`config.mk`:
```
export PLATFORM = sky130hd
export DESIGN_NAME = datamem_sized
export DESIGN_NICKNAME = d
export VERILOG_FILES = /design/src/rtl/datamem_pkg.sv /design/src/rtl/datamem_lane_align.sv /design/src/rtl/datamem_sized.sv
export SDC_FILE = /design/constraint.sdc
export NUM_CORES = 1
export LEC_CHECK = 0
export ABC_CLOCK_PERIOD_IN_PS = 11100
export CAP_MARGIN = 10
export CORE_MARGIN = 5
export CORE_UTILIZATION = 40
export CTS_CLUSTER_SIZE = 30
export DETAILED_ROUTE_END_ITERATION = 16
export PLACE_DENSITY = 0.63
export SYNTH_ARGS = -nofsm -noshare
export SYNTH_HDL_FRONTEND = slang
export SYNTH_SLANG_ARGS = --single-unit
```
`constraint.sdc`:
```
create_clock -name clk -period 11.1 [get_ports clk]
set_input_delay 1.11 -clock clk [delete_from_list [all_inputs] [get_ports clk]]
set_output_delay 1.11 -clock clk [all_outputs]
set_load 0.02 [all_outputs]
```
`src/rtl/datamem_pkg.sv`:
```
// Shared definitions for the sized data memory: access-size encodings,
// controller states and the byte-count helper.
package datamem_pkg;

    localparam logic [1:0] SZ_BYTE = 2'b00;
    localparam logic [1:0] SZ_HALF = 2'b01;
    localparam logic [1:0] SZ_WORD = 2'b10;

    typedef enum logic {
        ST_INIT = 1'b0,
        ST_RUN  = 1'b1
    } state_t;

    // Bytes touched by an access; 0 for the illegal encoding.
    function automatic logic [2:0] nbytes(input logic [1:0] size);
        case (size)
            SZ_BYTE: nbytes = 3'd1;
            SZ_HALF: nbytes = 3'd2;
            SZ_WORD: nbytes = 3'd4;
            default: nbytes = 3'd0;
        endcase
    endfunction

endpackage

```
`src/rtl/datamem_lane_align.sv`:
```
// Big-endian lane steering: extracts/extends load data from a stored word and
// builds byte enables plus lane-replicated data for stores.
module datamem_lane_align
    import datamem_pkg::*;
(
    input  logic [1:0]  size,
    input  logic        sign_ext,
    input  logic [1:0]  lane,
    input  logic [31:0] rd_word,
    input  logic [31:0] wdata,
    output logic [31:0] ld_data,
    output logic [3:0]  st_be,
    output logic [31:0] st_word
);

    logic [7:0]  byte_s;
    logic [15:0] half_s;

    // Load path: lane 0 is the most significant byte of the stored word.
    always_comb begin
        byte_s  = 8'h00;
        half_s  = 16'h0000;
        ld_data = 32'h0000_0000;
        case (lane)
            2'd0:    byte_s = rd_word[31:24];
            2'd1:    byte_s = rd_word[23:16];
            2'd2:    byte_s = rd_word[15:8];
            2'd3:    byte_s = rd_word[7:0];
            default: byte_s = 8'h00;
        endcase
        if (lane[1]) begin
            half_s = rd_word[15:0];
        end else begin
            half_s = rd_word[31:16];
        end
        case (size)
            SZ_BYTE: ld_data = sign_ext ? {{24{byte_s[7]}}, byte_s} : {24'h000000, byte_s};
            SZ_HALF: ld_data = sign_ext ? {{16{half_s[15]}}, half_s} : {16'h0000, half_s};
            SZ_WORD: ld_data = rd_word;
            default: ld_data = 32'h0000_0000;
        endcase
    end

    // Store path: replicate data across lanes and enable only the addressed bytes.
    always_comb begin
        st_be   = 4'b0000;
        st_word = 32'h0000_0000;
        case (size)
            SZ_BYTE: begin
                st_be   = 4'b1000 >> lane;
                st_word = {4{wdata[7:0]}};
            end
            SZ_HALF: begin
                st_be   = lane[1] ? 4'b0011 : 4'b1100;
                st_word = {2{wdata[15:0]}};
            end
            SZ_WORD: begin
                st_be   = 4'b1111;
                st_word = wdata;
            end
            default: begin
                st_be   = 4'b0000;
                st_word = 32'h0000_0000;
            end
        endcase
    end

endmodule

```
`src/rtl/datamem_sized.sv`:
```
// Clocked byte/half/word data memory with valid/ready requests, a registered
// one-cycle response, fault detection and a post-reset init sweep.
module datamem_sized
    import datamem_pkg::*;
#(
    parameter int DATA_W      = 32,
    parameter int ADDR_W      = 32,
    parameter int OFF_W       = 5,
    parameter int DEPTH_BYTES = 128
) (
    input  logic              clk,
    input  logic              rst_n,
    input  logic              req_valid,
    output logic              req_ready,
    input  logic              req_write,
    input  logic [1:0]        req_size,
    input  logic              req_signed,
    input  logic [ADDR_W-1:0] req_base,
    input  logic [OFF_W-1:0]  req_off,
    input  logic [31:0]       req_wdata,
    output logic              rsp_valid,
    output logic [31:0]       rsp_rdata,
    output logic              rsp_fault
);

    localparam int DEPTH_W = DEPTH_BYTES / 4;
    localparam int IDX_W   = (DEPTH_W > 1) ? $clog2(DEPTH_W) : 1;
    localparam logic [IDX_W-1:0] LAST_IDX = IDX_W'(DEPTH_W - 1);
    localparam logic [ADDR_W:0]  LIMIT    = (ADDR_W + 1)'(DEPTH_BYTES);

    generate
        if (DATA_W != 32 || DEPTH_BYTES < 4 || (DEPTH_BYTES % 4) != 0) begin : g_bad_params
            $error("datamem_sized: DATA_W must be 32 and DEPTH_BYTES a multiple of 4, >= 4");
        end
    endgenerate

    logic [31:0]       mem_r [DEPTH_W];
    state_t            state_r;
    state_t            state_s;
    logic [IDX_W-1:0]  cnt_r;
    logic              rsp_valid_r;
    logic [31:0]       rsp_rdata_r;
    logic              rsp_fault_r;

    logic [ADDR_W-1:0] ea_s;
    logic [ADDR_W:0]   end_s;
    logic [IDX_W-1:0]  idx_s;
    logic              fault_s;
    logic              accept_s;
    logic [31:0]       rd_word_s;
    logic [31:0]       ld_data_s;
    logic [3:0]        st_be_s;
    logic [31:0]       st_word_s;
    logic [7:0]        init_b_s;
    logic [31:0]       init_word_s;
    logic [3:0]        we_s;
    logic [IDX_W-1:0]  widx_s;
    logic [31:0]       wword_s;

    assign ea_s      = req_base + ADDR_W'(req_off);
    assign end_s     = {1'b0, ea_s} + (ADDR_W + 1)'(nbytes(req_size));
    assign idx_s     = ea_s[IDX_W+1:2];
    assign rd_word_s = mem_r[idx_s];
    assign req_ready = (state_r == ST_RUN);
    assign accept_s  = req_valid && req_ready;

    // Any illegal size, misalignment or overrun faults the access.
    always_comb begin
        fault_s = 1'b0;
        case (req_size)
            SZ_BYTE: fault_s = 1'b0;
            SZ_HALF: fault_s = ea_s[0];
            SZ_WORD: fault_s = (ea_s[1:0] != 2'b00);
            default: fault_s = 1'b1;
        endcase
        if (end_s > LIMIT) begin
            fault_s = 1'b1;
        end else begin
            fault_s = fault_s;
        end
    end

    datamem_lane_align u_align (
        .size     (req_size),
        .sign_ext (req_signed),
        .lane     (ea_s[1:0]),
        .rd_word  (rd_word_s),
        .wdata    (req_wdata),
        .ld_data  (ld_data_s),
        .st_be    (st_be_s),
        .st_word  (st_word_s)
    );

    // Init pattern: every byte holds its own address mod 256.
    always_comb begin
        init_b_s    = 8'(cnt_r) << 2;
        init_word_s = {init_b_s, init_b_s + 8'd1, init_b_s + 8'd2, init_b_s + 8'd3};
    end

    // Write port arbitration: init sweep, accepted fault-free store, or nothing.
    always_comb begin
        we_s    = 4'b0000;
        widx_s  = cnt_r;
        wword_s = init_word_s;
        if (!rst_n) begin
            we_s = 4'b0000;
        end else if (state_r == ST_INIT) begin
            we_s = 4'b1111;
        end else if (accept_s && req_write && !fault_s) begin
            we_s    = st_be_s;
            widx_s  = idx_s;
            wword_s = st_word_s;
        end else begin
            we_s = 4'b0000;
        end
    end

    // Storage has no reset; the init sweep rewrites it after every reset.
    always_ff @(posedge clk) begin
        for (int b = 0; b < 4; b++) begin
            if (we_s[b]) begin
                mem_r[widx_s][8*b +: 8] <= wword_s[8*b +: 8];
            end
        end
    end

    // Next-state logic: leave INIT after the last word is written.
    always_comb begin
        state_s = state_r;
        case (state_r)
            ST_INIT: state_s = (cnt_r == LAST_IDX) ? ST_RUN : ST_INIT;
            ST_RUN:  state_s = ST_RUN;
            default: state_s = ST_INIT;
        endcase
    end

    // Controller state, init counter and registered response.
    always_ff @(posedge clk) begin
        if (!rst_n) begin
            state_r     <= ST_INIT;
            cnt_r       <= '0;
            rsp_valid_r <= 1'b0;
            rsp_rdata_r <= 32'h0000_0000;
            rsp_fault_r <= 1'b0;
        end else begin
            state_r     <= state_s;
            cnt_r       <= (state_r == ST_INIT) ? cnt_r + IDX_W'(1) : cnt_r;
            rsp_valid_r <= accept_s;
            rsp_fault_r <= accept_s && fault_s;
            rsp_rdata_r <= (accept_s && !req_write && !fault_s) ? ld_data_s : 32'h0000_0000;
        end
    end

    assign rsp_valid = rsp_valid_r;
    assign rsp_rdata = rsp_rdata_r;
    assign rsp_fault = rsp_fault_r;

endmodule

```
# Yosys cells after proc, flatten, opt, wreduce, memory -nomap -nowiden
# Memory sizes are Yosys's and may differ from the RTL's.
# Index checks and enable logic that the tools add are counted.
# totals
regBits,40
ramBits,1024
input_bits,76
word_cells,63
n_memories,1
# memory_table
name,words,width,read_ports,rd_clocked_by_memory_dff,write_ports,line,source
mem_r,32,32,1,0,1,datamem_sized.sv:37,logic [31:0] mem_r [DEPTH_W];
# classes
n_addsub,6
n_lt_le_gt_ge,1
n_eq_ne,6
shift,1
mux,30
bitwise_logic,1
reduce_logical,12
# op_table
op,n
one-hot mux 32 bit (3 select lines),2
2-to-1 mux 32 bit,5
adder 32 x 3 -> 33 bit,1
"greater-than comparator 33 x 8 -> 1 bit, second input constant",1
adder 32 x 5 -> 32 bit,1
one-hot mux 8 bit (4 select lines),1
"adder 7 x 2 -> 8 bit, second input constant",2
2-to-1 mux 16 bit,1
2-to-1 mux 4 bit,4
2-to-1 mux 5 bit,3
one-hot mux 4 bit (3 select lines),1
2-to-1 mux 1 bit,10
one-hot mux 3 bit (3 select lines),1
"adder 7 x 1 -> 8 bit, second input constant",1
"== test 2 bit, second input constant",3
logical AND 1 bit,6
"adder 5 x 1 -> 5 bit, second input constant",1
"== test 5 bit, second input constant",1
"== test 2 x 1 -> 1 bit, second input constant",2
logical NOT 2 bit,2
"right shift 4 x 2 -> 4 bit, first input constant",1
one-hot mux 1 bit (3 select lines),1
logical NOT 1 bit,2
one-hot mux 1 bit (2 select lines),1
other kinds (3),3

# Logic depth before layout (Yosys ltp)
# Gate-level depths: netlist of run 1.
# depth
word_depth,12
ltp_mapped,23
mapped_depth_nobuf,16

# Cells and area by module
# A second synthesis of run 1 with hierarchy kept.
# hier_totals
cells_unflattened,2494
area_unflattened_um2,45127.0
# modules_own_cells
mod,n_inst,cells_each,area_per_inst_um2
datamem_sized,1,2282,43749.5
datamem_lane_align,1,212,1377.6

# Worst setup path before layout of run 1
# No wires, ideal clock.
# synth_path
path_kind,input to register
from,in req_base[0]
to,"mem mem_r[0][30], data pin"
t_arrival_ps,7933
required_time_ps,10715
setup_slack_ps,2782
stages,23
n_path_buf,7
path_cell_list,ha_1 inv_1 fa_1 xor2_1 inv_2 buf_2 buf_2 clkbuf_1 buf_2 buf_2 ha_1 a21oi_1 nor3_1 nand4_1 or3_1 or4_1 a2111oi_2 o211ai_1 nor4_2 nand4_2 buf_2 buf_1 mux2i_1
# synth_between
elab_chain_len,9
word_cells_on_any_way,11
classes_between,add/sub: 2; order compare: 1; mux: 5; reduce/logical: 3
# synth_rtl
item,line,source
from (decl),datamem_sized.sv:18,"input logic [ADDR_W-1:0] req_base,"
adder 32 x 5 -> 32 bit *,datamem_sized.sv:60,assign ea_s = req_base + ADDR_W'(req_off);
adder 32 x 3 -> 33 bit / nonzero test 2 bit (equally long branches),"datamem_sized.sv:61, datamem_sized.sv:73",
greater-than comparator 33 x 8 -> 1 bit / one-hot mux 1 bit (3 select lines) (equally long branches),"datamem_sized.sv:76, datamem_sized.sv:70",
2-to-1 mux 1 bit *,datamem_sized.sv:76,if (end_s > LIMIT) begin
logical NOT 1 bit *,datamem_sized.sv:109,end else if (accept_s && req_write && !fault_s) begin
logical AND 1 bit *,datamem_sized.sv:109,
2-to-1 mux 32 bit *,datamem_sized.sv:109,
2-to-1 mux 32 bit *,datamem_sized.sv:107,end else if (state_r == ST_INIT) begin
2-to-1 mux 32 bit *,datamem_sized.sv:105,if (!rst_n) begin
via wword_s[30],datamem_sized.sv:58,logic [31:0] wword_s;
to (decl),datamem_sized.sv:37,
# The timed path passes the listed nets; every way through them passes the cells marked *.

# Final worst setup path of run 1
# layout_path
from,in req_size[0]
to,mem mem_r[31][6] (enable)
# layout_between
elab_chain_len,12
word_cells_on_any_way,19
classes_between,add/sub: 1; order compare: 1; eq/ne: 2; mux: 12; reduce/logical: 3
# layout_rtl
item,line,source
from (decl),datamem_sized.sv:16,"input logic [1:0] req_size,"
== test 2 bit (tied with other cells),"datamem_pkg.sv:16, datamem_lane_align.sv:48, datamem_sized.sv:70",
one-hot mux 3 bit (3 select lines),datamem_pkg.sv:16,case (size)
adder 32 x 3 -> 33 bit,datamem_sized.sv:61,"assign end_s = {1'b0, ea_s} + (ADDR_W + 1)'(nbytes(req_size));"
greater-than comparator 33 x 8 -> 1 bit,datamem_sized.sv:76,
2-to-1 mux 1 bit,datamem_sized.sv:76,
logical NOT 1 bit,datamem_sized.sv:109,
logical AND 1 bit,datamem_sized.sv:109,
2-to-1 mux 4 bit,datamem_sized.sv:109,
2-to-1 mux 4 bit,datamem_sized.sv:107,
2-to-1 mux 4 bit,datamem_sized.sv:105,
2-to-1 mux 1 bit,datamem_sized.sv:121,if (we_s[b]) begin
2-to-1 mux 1 bit (implied by the code),datamem_sized.sv:122,mem_r[widx_s][8*b +: 8] <= wword_s[8*b +: 8];
# Several ways; a longest one is shown, not always the timed one.

==> run summary, run 1 <==
Critical R2R Launch: req_ready
Slew @ Worst Pin: 1332 ps
first-pass GRT wire length: 190000 um
worst reg2reg path depth: 6
Reg power frac: 0.476
die area: 0.1196 mm2
Worst Hold End: cnt_r[1]
DRT iter0 DRCs: 3215
Max Fclk: 119.4 MHz
post-synth top area share: 0.6815
Max Cap Viol: 0
area leader, netlist: edfxtp_1
crit path max fanout: 60
syn_area_per_cell: 16.50 um2
total CTS buffers: 107
Antenna Nets Post-Route: 0
Post-synth EDFFs: 1024
status: finished, final reports clean
distinct cell type count after synthesis: 84
GPL Wtd Cong: 1.013
post-route insts no fill: 4515
synth cell count leaders: edfxtp_1, nand2_1, mux4_2
Cell Rows: 123
CTS clock-pin slew for the worst setup and hold paths: 60 ps
YS warnings: 0
worst min-delay path class: register to register
final setup TNS: 0 ps
Hold WS: 794.3 ps
post-synthesis compound-gate area fraction: 0.05294
Pint: 6.962 mW
Tmin final: 8377 ps
hold-fix buffers at CTS: 0
Final WS setup: 2723 ps
CTS root buf: clkbuf_16
peak supply drop: 0.0001330 V
Top-Level Pins: 111
DRC violations left: 0
placed cell count: 4314
Top Layer Used: met4
CTS Buffer Depth: 3
mapped cell area: 0.04512 mm2
# setup viols final: 0
largest net degree at the start of global routing: 137
Setup WS pre-CTS: 2163 ps
Die Wd: 345.8 um
worst r2r dst: mem_r[31][6]
clock power share: 0.390
Cells after Synth: 2734
NumNets Final: 3017
Via density: 5.957
asr flop ratio synth: 0
WL met1: 53760 um
count leader, synth: edfxtp_1
CP Class: input pin to register
gr usage total: 0.2163
Fin. Hold Viols: 0
unrepaired setup endpoints after global routing: no
Simple-Gate Fraction of Synth Area: 0.07388
flops & latches, synth: 1064
Worst Hold Path Cells: 2
I/O Buffers: 110
clock latency on the worst-skew pair: 690 ps
HPWL Detailed: 88130 um
Final Max Slew Viols: 0
Combinational Power Share: 0.135
DR vias: 26.90k
layout cells sized above 1: 0.2101
area share of fa/ha/maj cells after synthesis: 0.004215
area delta synth->final: 16.08%
Detailed Routing Iterations Pass 1: 6
met3 wire length: 14000 um
Core ar.: 0.1122 mm2
Starting Density: 0.4021
PostCTS Resize Cnt: 0
WP data arrival: 8680 ps
DR WL met2: 60270 um
largest family of logic cells by synthesized area: multiplexers
Pwr Density: 176.9 mW/mm2
most common flop cell mapped by yosys: edfxtp_1
WL/cell: 29.38 um
Worst Path Required: 11400 ps
post-synthesis mux area share: 0.1442
antenna violations before repair: 1
crit end category: register
Routed WL: 132700 um
Tcrit/Tclk final: 0.7547
crit start category: input pin
static leakage: 16.89 nW
Hold Startpoint: cnt_r[1]
post-CTS setup buffer count: 0
Switching Fraction: 0.2485
sequential-to-total area share from yosys stat: 0.6993
Tot Pwr: 9.264 mW
clk_skew: 25.89 ps
Mapped Nets: 2824
total number of H-tree levels: 3
Post-Synth XOR/XNOR Area: 0.008514
vias in the first global route: 26.45k
grt ovf: 0
top cells by area, synth: edfxtp_1, mux4_2, nand2_1, dfxtp_1, o21ai_0
Max-Slew Margin vs Limit: 0.1045
die height: 345.8 um
clock net sink count: 1064
worst reg-to-reg setup slack: 6750 ps
NetSw: 2.302 mW
TritonCTS clock tree: yes
[cell usage in the layout (no fill, tap or decap), types with 21 or more instances in the layout]
cell             count
nand3_1             84
clkinv_2            23
mux4_2             258
dfxtp_1             40
clkdlybuf4s50_1    110
o21ai_0            126
o31ai_1             23
edfxtp_1          1024
o21a_1              24
nor2_1              68
nand2_1            415
a21oi_1             62
a31oi_1             35
buf_4              137
clkbuf_16          109
mux2i_1             42
and3_1              37
a311oi_1            29
xnor2_1             21
[how the worst max path moves through the flow]
stage	start	to	slack, ps	cells after the start
2_1_floorplan	req_base[0]	mem_r[0][30]	2780	23
3_3_place_gp	req_size[0]	mem_r[29][4]	2400	16
3_5_place_dp	req_size[0]	mem_r[28][4]	2160	16
4_1_cts	req_size[0]	mem_r[28][6]	2890	16
5_1_grt	req_size[0]	mem_r[28][6]	2300	16
6_report	req_size[0]	mem_r[31][6]	2720	16
[flip-flops by register name, summed over array words and instances, names as in the netlist]
name,flops
cnt_r,5
mem_r,1024
req_ready,1
rsp_fault,1
rsp_rdata,32
rsp_valid,1
[per-stage QoR]
stage                     area, um2    util
after floorplan               45120       -
after global placement        48780  0.4348
after detailed placement      48810  0.4350
after CTS                     52340  0.4665
after global routing          52370  0.4668
final                         52370  0.4668
[per-layer routing]
| metal | global-route usage | vias up |
|---|---|---|
| met3 | 0.05735 | 252 |
| met5 | 0 | - |
| met4 | 0.07559 | 0 |
| met2 | 0.3313 | 1502 |
| met1 | 0.3019 | 13870 |
| li1 | - | 11270 |
[power by group through the flow]
stage	combinational, mW	sequential [mW]	clock [mW]
floorplan	0.782	4.49	0
global placement	1.23	4.49	0
detailed placement	1.23	4.49	0
CTS	1.24	4.41	3.67
global route	1.32	4.41	3.85
finish	1.25	4.41	3.61
[critical path, cell delays in order]
cell	delay [ps]
clkdlybuf4s50_1	520
buf_4	350
nand2b_1	710
inv_2	490
ha_1	500
a21oi_1	120
nor3_1	270
nand4_1	220
or3_1	430
or4_1	440
a2111oi_2	370
o211ai_1	180
nor4_2	480
nand4_4	730
buf_4	610
o21ai_0	1010
[cells by family (layout without fill, tap and decap cells)]
logic type | after synthesis | after routing
muxes | 322 | 322
other | 0 | 2
DFF | 1064 | 1064
AOI/OAI and AO/OA | 375 | 375
and+or+nand+nor | 729 | 729
buffers and inverters | 190 | 469
adders and majority gates | 14 | 14
xor gates and xnor gates | 40 | 40
[final cells by class]
type                    count  area [um2]
diodes                      2       5.005
clock buffers             126        2791
clock inverters            69       737.0
fillers                  9384       59820
inverters                  19       78.83
multi-input cells        1480       13090
flip-flops and latches   1064       31550
well taps                1500        1877
repair buffers            255        2240
(Power assumes the default switching activity.)
==> inputs of run 2 (changes only) <==
--- a/config.mk
+++ b/config.mk
@@ -5,7 +5,7 @@
 export SDC_FILE = /design/constraint.sdc
 export NUM_CORES = 1
 export LEC_CHECK = 0
-export ABC_CLOCK_PERIOD_IN_PS = 11100
+export ABC_CLOCK_PERIOD_IN_PS = 8470
 export CAP_MARGIN = 10
 export CORE_MARGIN = 5
 export CORE_UTILIZATION = 40
==> constraint.sdc (replaced) <==
create_clock -name clk -period 8.47 [get_ports clk]
set_input_delay 0.847 -clock clk [delete_from_list [all_inputs] [get_ports clk]]
set_output_delay 0.847 -clock clk [all_outputs]
set_load 0.02 [all_outputs]
==> run 2 against run 1 <==
First-iteration DRC count is 0.25% lower. Clock-buffer cell count is 1 higher. Setup slack worse by 1000 ps. Via count is 0.80% higher. Sequential share of layout area is 0.56 points lower. Sequential cell count stayed put. Clock skew is 8.4 ps higher. Highest routed layer is now met5.
==> run summary, run 2 (synthesis gave the netlist of run 1 again) <==
status: finished, final reports clean
Max Fclk: 147.8 MHz
first-pass GRT wire length: 194400 um
Cell Rows: 123
unrepaired setup endpoints after global routing: no
CTS clock-pin slew for the worst setup and hold paths: 60 ps
vias in the first global route: 27.25k
CTS root buf: clkbuf_16
antenna violations before repair: 6
total CTS buffers: 106
total number of H-tree levels: 3
hold-fix buffers at CTS: 0
# setup viols final: 0
Final WS setup: 1702 ps
DRC violations left: 0
final core occ: 0.4712
GPL Wtd Cong: 0.9382
Top-Level Pins: 111
Largest Register: mem_r
Antenna Nets Post-Route: 0
DR vias: 27.11k
worst reg-to-reg setup slack: 4850 ps
clock latency on the worst-skew pair: 690 ps
commonest non-fill, non-tap cell in the layout: edfxtp_1
WP data arrival: 7130 ps
Tcrit/Tclk final: 0.7991
Pwr Density: 231.5 mW/mm2
static leakage: 17.21 nW
Final Instance Area: 0.05287 mm2
die area: 0.1196 mm2
Tmin final: 6768 ps
Die Wd: 345.8 um
Setup WS pre-CTS: 1085 ps
Critical R2R Launch: req_ready
Max-Slew Margin vs Limit: 0.02128
CTS Buffer Depth: 3
largest net degree at the start of global routing: 105
Core ar.: 0.1122 mm2
commonest non-fill, non-tap cells in the layout: edfxtp_1, nand2_1, mux4_2, buf_4, o21ai_0
NumNets Final: 3070
Slew @ Worst Pin: 1455 ps
DRT iter0 DRCs: 3207
crit path max fanout: 89
HPWL Detailed: 90110 um
die height: 345.8 um
max reg flops: 1024
Final Max Slew Viols: 0
clock net sink count: 1064
I/O Buffers: 110
crit end category: register
TritonCTS clock tree: yes
PostCTS Resize Cnt: 0
worst r2r dst: mem_r[9][11]
peak supply drop: 0.0001914 V
Via density: 5.922
layout cells sized above 1: 0.2212
crit path from: req_base[0]
clk_skew: 34.27 ps
worst setup path endpoint: mem_r[9][11]
Worst Path Required: 8830 ps
CP Class: input pin to register
area delta synth->final: 17.18%
Max Cap Viol: 0
grt ovf: 0
gr usage total: 0.2212
Layout fillers: 9403
WL/cell: 29.47 um
Post-DP Area: 0.04926 mm2
Routed WL: 134900 um
Detailed Routing Iterations Pass 1: 6
worst reg2reg path depth: 8
crit start category: input pin
worst min-delay path class: register to register
final setup TNS: 0 ps
Fin. Hold Viols: 0
Starting Density: 0.4021
post-CTS setup buffer count: 0
## run 2: cell count changes in the layout (fill, tap and decap cells not counted), moves of 5 or more
cell,before,now
clkinv_2,23,17
inv_6,6,1
buf_4,137,192
clkinv_1,16,27
diode_2,2,8
## run 2: worst min-delay path by stage
stage / slack, ps / cells after the start / to / from
after floorplan: 590 / 3 / cnt_r[1] / cnt_r[1]
after global placement: 730 / 2 / cnt_r[1] / cnt_r[1]
after detailed placement: 750 / 2 / cnt_r[1] / cnt_r[1]
after CTS: 750 / 2 / cnt_r[1] / cnt_r[1]
after global routing: 790 / 2 / cnt_r[1] / cnt_r[1]
final: 760 / 2 / cnt_r[1] / cnt_r[1]
## run 2: report_power, final
group	internal (mW)	total, mW	switching, mW
combinational	0.587	1.66	1.07
sequential	5.76	5.78	0.0117
clock	2.86	4.80	1.94
total	9.22	12.2	3.02
## run 2: worst max-delay path: stages
cell and delay (ps):
clkdlybuf4s50_1 480, ha_1 200, inv_1 70, fa_1 490, xor2_4 290, inv_8 180, ha_1 400, a21oi_1 120
nor3_1 280, nand4_1 220, or3_1 410, or4_1 440, a2111oi_2 380, o211ai_1 200, nor4_2 490, nand4_4 370
buf_12 330, buf_12 270, o31ai_1 380, buf_4 250
## run 2: stage by stage
step / power [mW] / hold WS [ps] / std cells
detailed placement: 7.529 / 747.0 / 4372
global placement: 7.507 / 726.0 / 4362
global route: 12.63 / 794.8 / 4572
CTS: 12.30 / 754.6 / 4570
floorplan: 6.906 / 589.9 / 2734
finish: 12.24 / 756.2 / 4578
## run 2: layout make-up
cell class | count | area [um2] | share of cell area
Antenna cell | 8 | 20.02 | 0.0003787
Clock buffer | 127 | 2838 | 0.05368
Tap cell | 1500 | 1877 | 0.03550
Sequential cell | 1064 | 31550 | 0.5968
Clock inverter | 71 | 749.5 | 0.01418
Multi-Input combinational cell | 1480 | 13070 | 0.2472
Timing Repair Buffer | 309 | 2683 | 0.05074
Inverter | 19 | 78.83 | 0.001491
## run 2: metal layers
layer | vias up | wire length [um] | GRT usage | part of all wire
met5 | - | 153 | 0.007203 | 0.0011
met4 | 4 | 4449 | 0.07576 | 0.033
met3 | 238 | 14040 | 0.06095 | 0.10
met2 | 1454 | 62520 | 0.3448 | 0.46
met1 | 14010 | 53740 | 0.3016 | 0.40
li1 | 11400 | - | - | -
